### src/rtl/alu_pkg.sv
// Shared definitions for the execute-stage ALU.
//   - Major opcode values the ALU recognises.
//   - ALU function codes used by register and immediate ALU opcodes.
//   - Bit positions inside the {O,S,Z,C} flag register.
//   - Barrel-shifter operation kinds.
package alu_pkg;

  localparam logic [4:0] OP_ALU_R  = 5'd0;
  localparam logic [4:0] OP_ALU_I  = 5'd1;
  localparam logic [4:0] OP_LUI    = 5'd2;
  localparam logic [4:0] OP_MEM_LO = 5'd3;
  localparam logic [4:0] OP_MEM_HI = 5'd11;
  localparam logic [4:0] OP_ADPC   = 5'd22;

  localparam logic [4:0] AOP_AND  = 5'd0;
  localparam logic [4:0] AOP_NAND = 5'd1;
  localparam logic [4:0] AOP_OR   = 5'd2;
  localparam logic [4:0] AOP_NOR  = 5'd3;
  localparam logic [4:0] AOP_XOR  = 5'd4;
  localparam logic [4:0] AOP_XNOR = 5'd5;
  localparam logic [4:0] AOP_NOT  = 5'd6;
  localparam logic [4:0] AOP_LSL  = 5'd7;
  localparam logic [4:0] AOP_LSR  = 5'd8;
  localparam logic [4:0] AOP_ASR  = 5'd9;
  localparam logic [4:0] AOP_ROTL = 5'd10;
  localparam logic [4:0] AOP_ROTR = 5'd11;
  localparam logic [4:0] AOP_ADD  = 5'd14;
  localparam logic [4:0] AOP_ADDC = 5'd15;
  localparam logic [4:0] AOP_SUB  = 5'd16;
  localparam logic [4:0] AOP_SUBB = 5'd17;
  localparam logic [4:0] AOP_MUL  = 5'd18;

  localparam int unsigned FLAG_C = 0;
  localparam int unsigned FLAG_Z = 1;
  localparam int unsigned FLAG_S = 2;
  localparam int unsigned FLAG_O = 3;

  typedef enum logic [2:0] {
    SH_LSL = 3'd0,
    SH_LSR = 3'd1,
    SH_ASR = 3'd2,
    SH_ROL = 3'd3,
    SH_ROR = 3'd4
  } shift_kind_e;

  function automatic logic is_flag_op(input logic [4:0] opcode);
    return (opcode == OP_ALU_R) || (opcode == OP_ALU_I);
  endfunction

endpackage

### src/rtl/alu_shifter.sv
// 32-bit barrel shifter for lsl/lsr/asr/rotl/rotr.
//   kind   : shift_kind_e encoding of the operation
//   value  : operand to shift
//   amt    : shift amount 0..31
//   result : shifted value
//   carry  : last bit shifted out (0 when amt is 0)
module alu_shifter
  import alu_pkg::*;
(
  input  logic [2:0]  kind,
  input  logic [31:0] value,
  input  logic [4:0]  amt,
  output logic [31:0] result,
  output logic        carry
);

  shift_kind_e k;
  logic [4:0]  amt_m1;   // index of last bit leaving on a right shift
  logic [4:0]  amt_inv;  // 32-amt mod 32: index of last bit leaving on a left shift

  assign k       = shift_kind_e'(kind);
  assign amt_m1  = amt - 5'd1;
  assign amt_inv = 5'd0 - amt;

  always_comb begin
    result = value;
    carry  = 1'b0;
    unique case (k)
      SH_LSL: begin
        result = value << amt;
        carry  = value[amt_inv];
      end
      SH_LSR: begin
        result = value >> amt;
        carry  = value[amt_m1];
      end
      SH_ASR: begin
        result = $signed(value) >>> amt;
        carry  = value[amt_m1];
      end
      SH_ROL: begin
        // amt==0 gives amt_inv==0, so both halves equal value and the OR is a no-op
        result = (value << amt) | (value >> amt_inv);
        carry  = value[amt_inv];
      end
      SH_ROR: begin
        result = (value >> amt) | (value << amt_inv);
        carry  = value[amt_m1];
      end
      default: begin
        result = value;
        carry  = 1'b0;
      end
    endcase
    if (amt == 5'd0) carry = 1'b0;
  end

endmodule

### src/rtl/alu.sv
// Execute-stage ALU: combinational 32-bit result plus a registered
// {O,S,Z,C} condition-flag file for the branch-condition decoder.
//   clk, rst_n : pipeline clock, synchronous active-low reset
//   opcode     : instruction major opcode
//   alu_op     : ALU function code for opcodes 0/1
//   lhs, rhs   : forwarded operands
//   pc         : PC of the instruction in execute
//   bubble     : empty slot, suppresses flag update
//   result     : combinational result
//   flags      : registered {O,S,Z,C}
module alu
  import alu_pkg::*;
(
  input  logic        clk,
  input  logic        rst_n,
  input  logic [4:0]  opcode,
  input  logic [4:0]  alu_op,
  input  logic [31:0] lhs,
  input  logic [31:0] rhs,
  input  logic [31:0] pc,
  input  logic        bubble,
  output logic [31:0] result,
  output logic [3:0]  flags
);

  shift_kind_e sh_kind;
  logic [31:0] sh_res;
  logic        sh_carry;

  logic [31:0] add_b;
  logic        add_cin;
  logic [32:0] sum;
  logic        add_ovf;

  logic [31:0] alu_res;
  logic        alu_c;
  logic        alu_o;
  logic [3:0]  next_flags;

  alu_shifter u_shifter (
    .kind   (sh_kind),
    .value  (lhs),
    .amt    (rhs[4:0]),
    .result (sh_res),
    .carry  (sh_carry)
  );

  always_comb begin
    sh_kind = SH_LSL;
    unique case (alu_op)
      AOP_LSR:  sh_kind = SH_LSR;
      AOP_ASR:  sh_kind = SH_ASR;
      AOP_ROTL: sh_kind = SH_ROL;
      AOP_ROTR: sh_kind = SH_ROR;
      default:  sh_kind = SH_LSL;
    endcase
  end

  // Add and subtract share one adder: subtraction is lhs + ~rhs + cin.
  always_comb begin
    add_b   = rhs;
    add_cin = 1'b0;
    unique case (alu_op)
      AOP_ADDC: add_cin = flags[FLAG_C];
      AOP_SUB: begin
        add_b   = ~rhs;
        add_cin = 1'b1;
      end
      AOP_SUBB: begin
        add_b   = ~rhs;
        add_cin = flags[FLAG_C];
      end
      default: begin
        add_b   = rhs;
        add_cin = 1'b0;
      end
    endcase
    sum     = {1'b0, lhs} + {1'b0, add_b} + {32'd0, add_cin};
    add_ovf = (lhs[31] == add_b[31]) && (sum[31] != lhs[31]);
  end

  always_comb begin
    alu_res = '0;
    alu_c   = 1'b0;
    alu_o   = 1'b0;
    unique case (alu_op)
      AOP_AND:  alu_res = lhs & rhs;
      AOP_NAND: alu_res = ~(lhs & rhs);
      AOP_OR:   alu_res = lhs | rhs;
      AOP_NOR:  alu_res = ~(lhs | rhs);
      AOP_XOR:  alu_res = lhs ^ rhs;
      AOP_XNOR: alu_res = ~(lhs ^ rhs);
      AOP_NOT:  alu_res = ~rhs;
      AOP_LSL, AOP_LSR, AOP_ASR, AOP_ROTL, AOP_ROTR: begin
        alu_res = sh_res;
        alu_c   = sh_carry;
      end
      AOP_ADD, AOP_ADDC, AOP_SUB, AOP_SUBB: begin
        alu_res = sum[31:0];
        alu_c   = sum[32];
        alu_o   = add_ovf;
      end
      AOP_MUL:  alu_res = lhs * rhs;
      default:  alu_res = '0;
    endcase

    next_flags         = '0;
    next_flags[FLAG_Z] = (alu_res == '0);
    next_flags[FLAG_S] = alu_res[31];
    next_flags[FLAG_C] = alu_c;
    next_flags[FLAG_O] = alu_o;
  end

  always_comb begin
    result = '0;
    if (is_flag_op(opcode))
      result = alu_res;
    else if (opcode == OP_LUI)
      result = rhs;
    else if ((opcode >= OP_MEM_LO) && (opcode <= OP_MEM_HI))
      result = lhs + rhs;
    else if (opcode == OP_ADPC)
      result = pc + 32'd4 + rhs;
  end

  always_ff @(posedge clk) begin
    if (!rst_n)
      flags <= '0;
    else if (is_flag_op(opcode) && !bubble)
      flags <= next_flags;
  end

endmodule

### config.mk
export PLATFORM = sky130hd
export DESIGN_NAME = alu
export DESIGN_NICKNAME = d
export VERILOG_FILES = /design/src/rtl/alu_pkg.sv /design/src/rtl/alu_shifter.sv /design/src/rtl/alu.sv
export SDC_FILE = /design/constraint.sdc
export NUM_CORES = 2
export LEC_CHECK = 0
export CAP_MARGIN = 25
export CELL_PAD_IN_SITES_DETAIL_PLACEMENT = 2
export CELL_PAD_IN_SITES_GLOBAL_PLACEMENT = 2
export CORE_UTILIZATION = 39
export CTS_CLUSTER_DIAMETER = 40
export DETAILED_ROUTE_END_ITERATION = 10
export PLACE_DENSITY = 0.86
export REMOVE_ABC_BUFFERS = 1
export SLEW_MARGIN = 20
export SYNTH_ARGS = -nofsm -noshare
export SYNTH_HDL_FRONTEND = slang
export SYNTH_SLANG_ARGS = --single-unit
### constraint.sdc
create_clock -name clk -period 16.4 [get_ports clk]
set_input_delay 2.46 -clock clk [delete_from_list [all_inputs] [get_ports clk]]
set_output_delay 2.46 -clock clk [all_outputs]
set_load 0.005 [all_outputs]
==> qor.yml <==
cts:
  clockRootBuffer: "clkbuf_16"
  cts_tree: "done"
  cts-hold-fix-buffers: 0
  clkTransAtPathRegs_ns: 0.03
  htreeDepth: 1
  cts_buffers: 3
  clockBufferDepth: 2
  clk_latency_ns: 0.23
  cts_sinks: 4
  cts_setup_buffers: 0
  post_cts_resized: 0
detailed_routing:
  ant_nets: 0
  post-route-drc-count: 0
  viasPerCell: 7.048
  firstDrtPassIters: 8
  drt-initial-drc-count: 4738
  drt-total-wl_mm: 204.1
  post_drt_wl_per_cell_um: 39.72
  route.vias.total: 36220
yosys:
  muxShareOfSynthArea_pct: 11.06
  postSynthAreaPerCell_um2: 7.870
  synth_top_area_share_pct: 25.67
  yosysTopAreaCell: "fa_1"
  synthTopCellsByArea: "fa_1, ha_1, nor2_1"
  synth_compound_area_share_pct: 18.63
  seq_area_frac_synth_pct: 0.2492
  synthXorXnorAreaFrac_pct: 6.402
  postSynthCellCount: 4083
  synth-simple-area-share_pct: 17.58
  synth_area_um2: 32130
  yosys_warnings: 0
  ys.flop_type: "dfxtp_1"
  async_reset_ff_share_pct: 0
  post_synth_num_cell_types: 102
  synthAdderAreaFrac_pct: 36.65
  synth_top_family_by_area: "adder cells"
  ys_ff_latch: 4
  synth_edf_count: 0
floorplanning:
  die_x_um: 289.0
  ioPinCount: 145
  die_h_um: 289.0
  initial_utilization_pct: 39.64
  die-area_um2: 83540
  fp.coreArea_um2: 81070
  row_count: 104
setup_path:
  rr_worst_depth: 16
  slowest_delay_ns: 1.22
  reg2reg_from: "flags[0]$_SDFFE_PN0P_"
  start_kind: "primary input"
  critical_path.slowest_cell: "clkdlybuf4s50_1"
  cp_common_cell: "fa_1"
  endpoint_kind: "primary output"
  reg2reg_slack_ns: 10.80
  worstPathArrival_ns: 12.57
  required_ns: 13.94
  critPathMaxFanout: 17
  crit_type: "in2out"
  reg2reg_to: "flags[1]$_SDFFE_PN0P_"
global_route:
  grt_pass1_wl_mm: 285.1
  grt_pass1_vias: 38120
  grt_overflow: 0
  grt_util_all_layers_pct: 48.14
  antenna_found_initial: 12
  grt_max_degree: 53
  grt_util_met2_pct: 69.75
  grt.met3_usage_pct: 15.91
  met1_usage_pct: 60.82
  busiest_layer: "met2"
cells_and_area:
  regArea_um2: 80.08
  area_growth_pct: 8.189
  largest_reg_flops: 4
  final_layout_size_suffix_gt1_share_pct: 8.243
  top_regs: "flags (4)"
  regMostFlops: "flags"
  fin_nets: 4881
  multi_input_area_um2: 29100
  fillCellCount: 9268
placement:
  place_hpwl_mm: 161.1
  place_ws_ns: 1.653
  io_buffers: 144
  place_congestion: 1.070
hold_path:
  whs_endpoint: "flags[2]$_SDFFE_PN0P_"
  hold_start: "flags[2]$_SDFFE_PN0P_"
  hp-class: "reg2reg"
  whs_path_depth: 2
timing:
  worst_pin_slew_ns: 1.269
  finalCriticalPeriod_ns: 15.03
  worst_slack_ns: 1.375
  relSlewSlack_pct: 14.49
  max_freq_mhz: 66.55
  tns_ns: 0
  setup_viol: 0
  final_hold_viol_count: 0
  final_max_slew_viol_count: 0
  post-route-period-util_pct: 91.62
  fin_skew_ns: 0.001577
  rsz0062_at_grt: "no"
run:
  maxCapViolations: 0
status:
  outcome: "finished clean"
[cell type report]
cell class                      count  area share, %
Inverter                          447          4.834
Multi-Input combinational cell   3334          83.71
Tap cell                         1060          3.815
Clock buffer                        3         0.2160
Antenna cell                        3        0.02160
Sequential cell                     4         0.2303
Timing Repair Buffer              288          7.173
[worst max path at each step]
stage                    from    endpoint  slack, ns  depth (start not counted)
finish                 lhs[6]  result[31]       1.37                         28
floorplan           alu_op[1]  result[24]       3.45                         13
global placement       rhs[5]  result[30]       1.95                         28
detailed placement     rhs[7]  result[30]       1.65                         26
CTS                    rhs[7]  result[30]       1.60                         26
global route           rhs[7]  result[30]       1.22                         26
[metrics by stage]
step / area (µm²) / cells / hold WS [ns] / utilization, %
floorplan: 30780 / 3785 / 0.4736 / -
global placement: 34650 / 5130 / 0.4886 / 42.74
detailed placement: 34670 / 5132 / 0.4993 / 42.76
CTS: 34740 / 5135 / 0.5056 / 42.86
global route: 34760 / 5136 / 0.5445 / 42.87
finish: 34760 / 5139 / 0.5028 / 42.88
[kinds of logic after synthesis]
logic type,Yosys count
xor gates and xnor gates,234
and+or+nand+nor,1287
adders and majority gates,694
DFF,4
muxes,239
buffers and inverters,745
AOI/OAI and AO/OA,880
[critical path: cells and delay by family]
| kind | cells | cell delay, ns |
|---|---|---|
| fa+ha+maj | 9 | 4.09 |
| compound gates | 9 | 2.60 |
| buf+inv | 6 | 2.52 |
| simple gates | 3 | 0.73 |
| xor+xnor | 1 | 0.13 |
[placed cells by master, fill, tap and decap left out, types with 36 or more instances in the layout]
cell type        netlist  routed
a211oi_1              53      52
a21o_1                47      47
a21oi_1              195     195
a31oi_1               36      36
buf_4                  8     146
clkdlybuf4s50_1        0     135
fa_1                 412     412
ha_1                 282     281
inv_1                425     424
mux2_2                41      41
mux2i_1              105     105
mux4_2                88      88
nand2_1              402     402
nand3_1               57      57
nor2_1               539     539
nor3_1                77      75
o21ai_0              163     163
o22ai_1               51      51
xnor2_1              170     170
xor2_1                63      62
[cell usage after synthesis (20+ instances only)]
cell,count
a211oi_1,53
a21o_1,47
a21oi_1,195
a221oi_1,21
a22oi_1,29
a31oi_1,36
and2_1,27
buf_1,42
buf_2,47
clkbuf_1,185
clkinv_1,20
fa_1,412
ha_1,282
inv_1,425
mux2_2,41
mux2i_1,105
mux4_2,88
nand2_1,402
nand2b_1,34
nand3_1,57
nor2_1,539
nor2b_1,31
nor3_1,77
o211ai_1,33
o21a_1,23
o21ai_0,163
o221ai_1,23
o22ai_1,51
o31ai_1,22
xnor2_1,170
xor2_1,63
[routing by layer]
| layer | part of all wire (%) | vias to the layer above |
|---|---|---|
| met1 | 37 | 18570 |
| met5 | 0.034 | - |
| met2 | 41 | 2841 |
| li1 | - | 14020 |
| met4 | 8.3 | 10 |
| met3 | 13 | 781 |
Power is not shown: default switching activity piles up to over one toggle a cycle in this logic, so the estimate is an artifact.
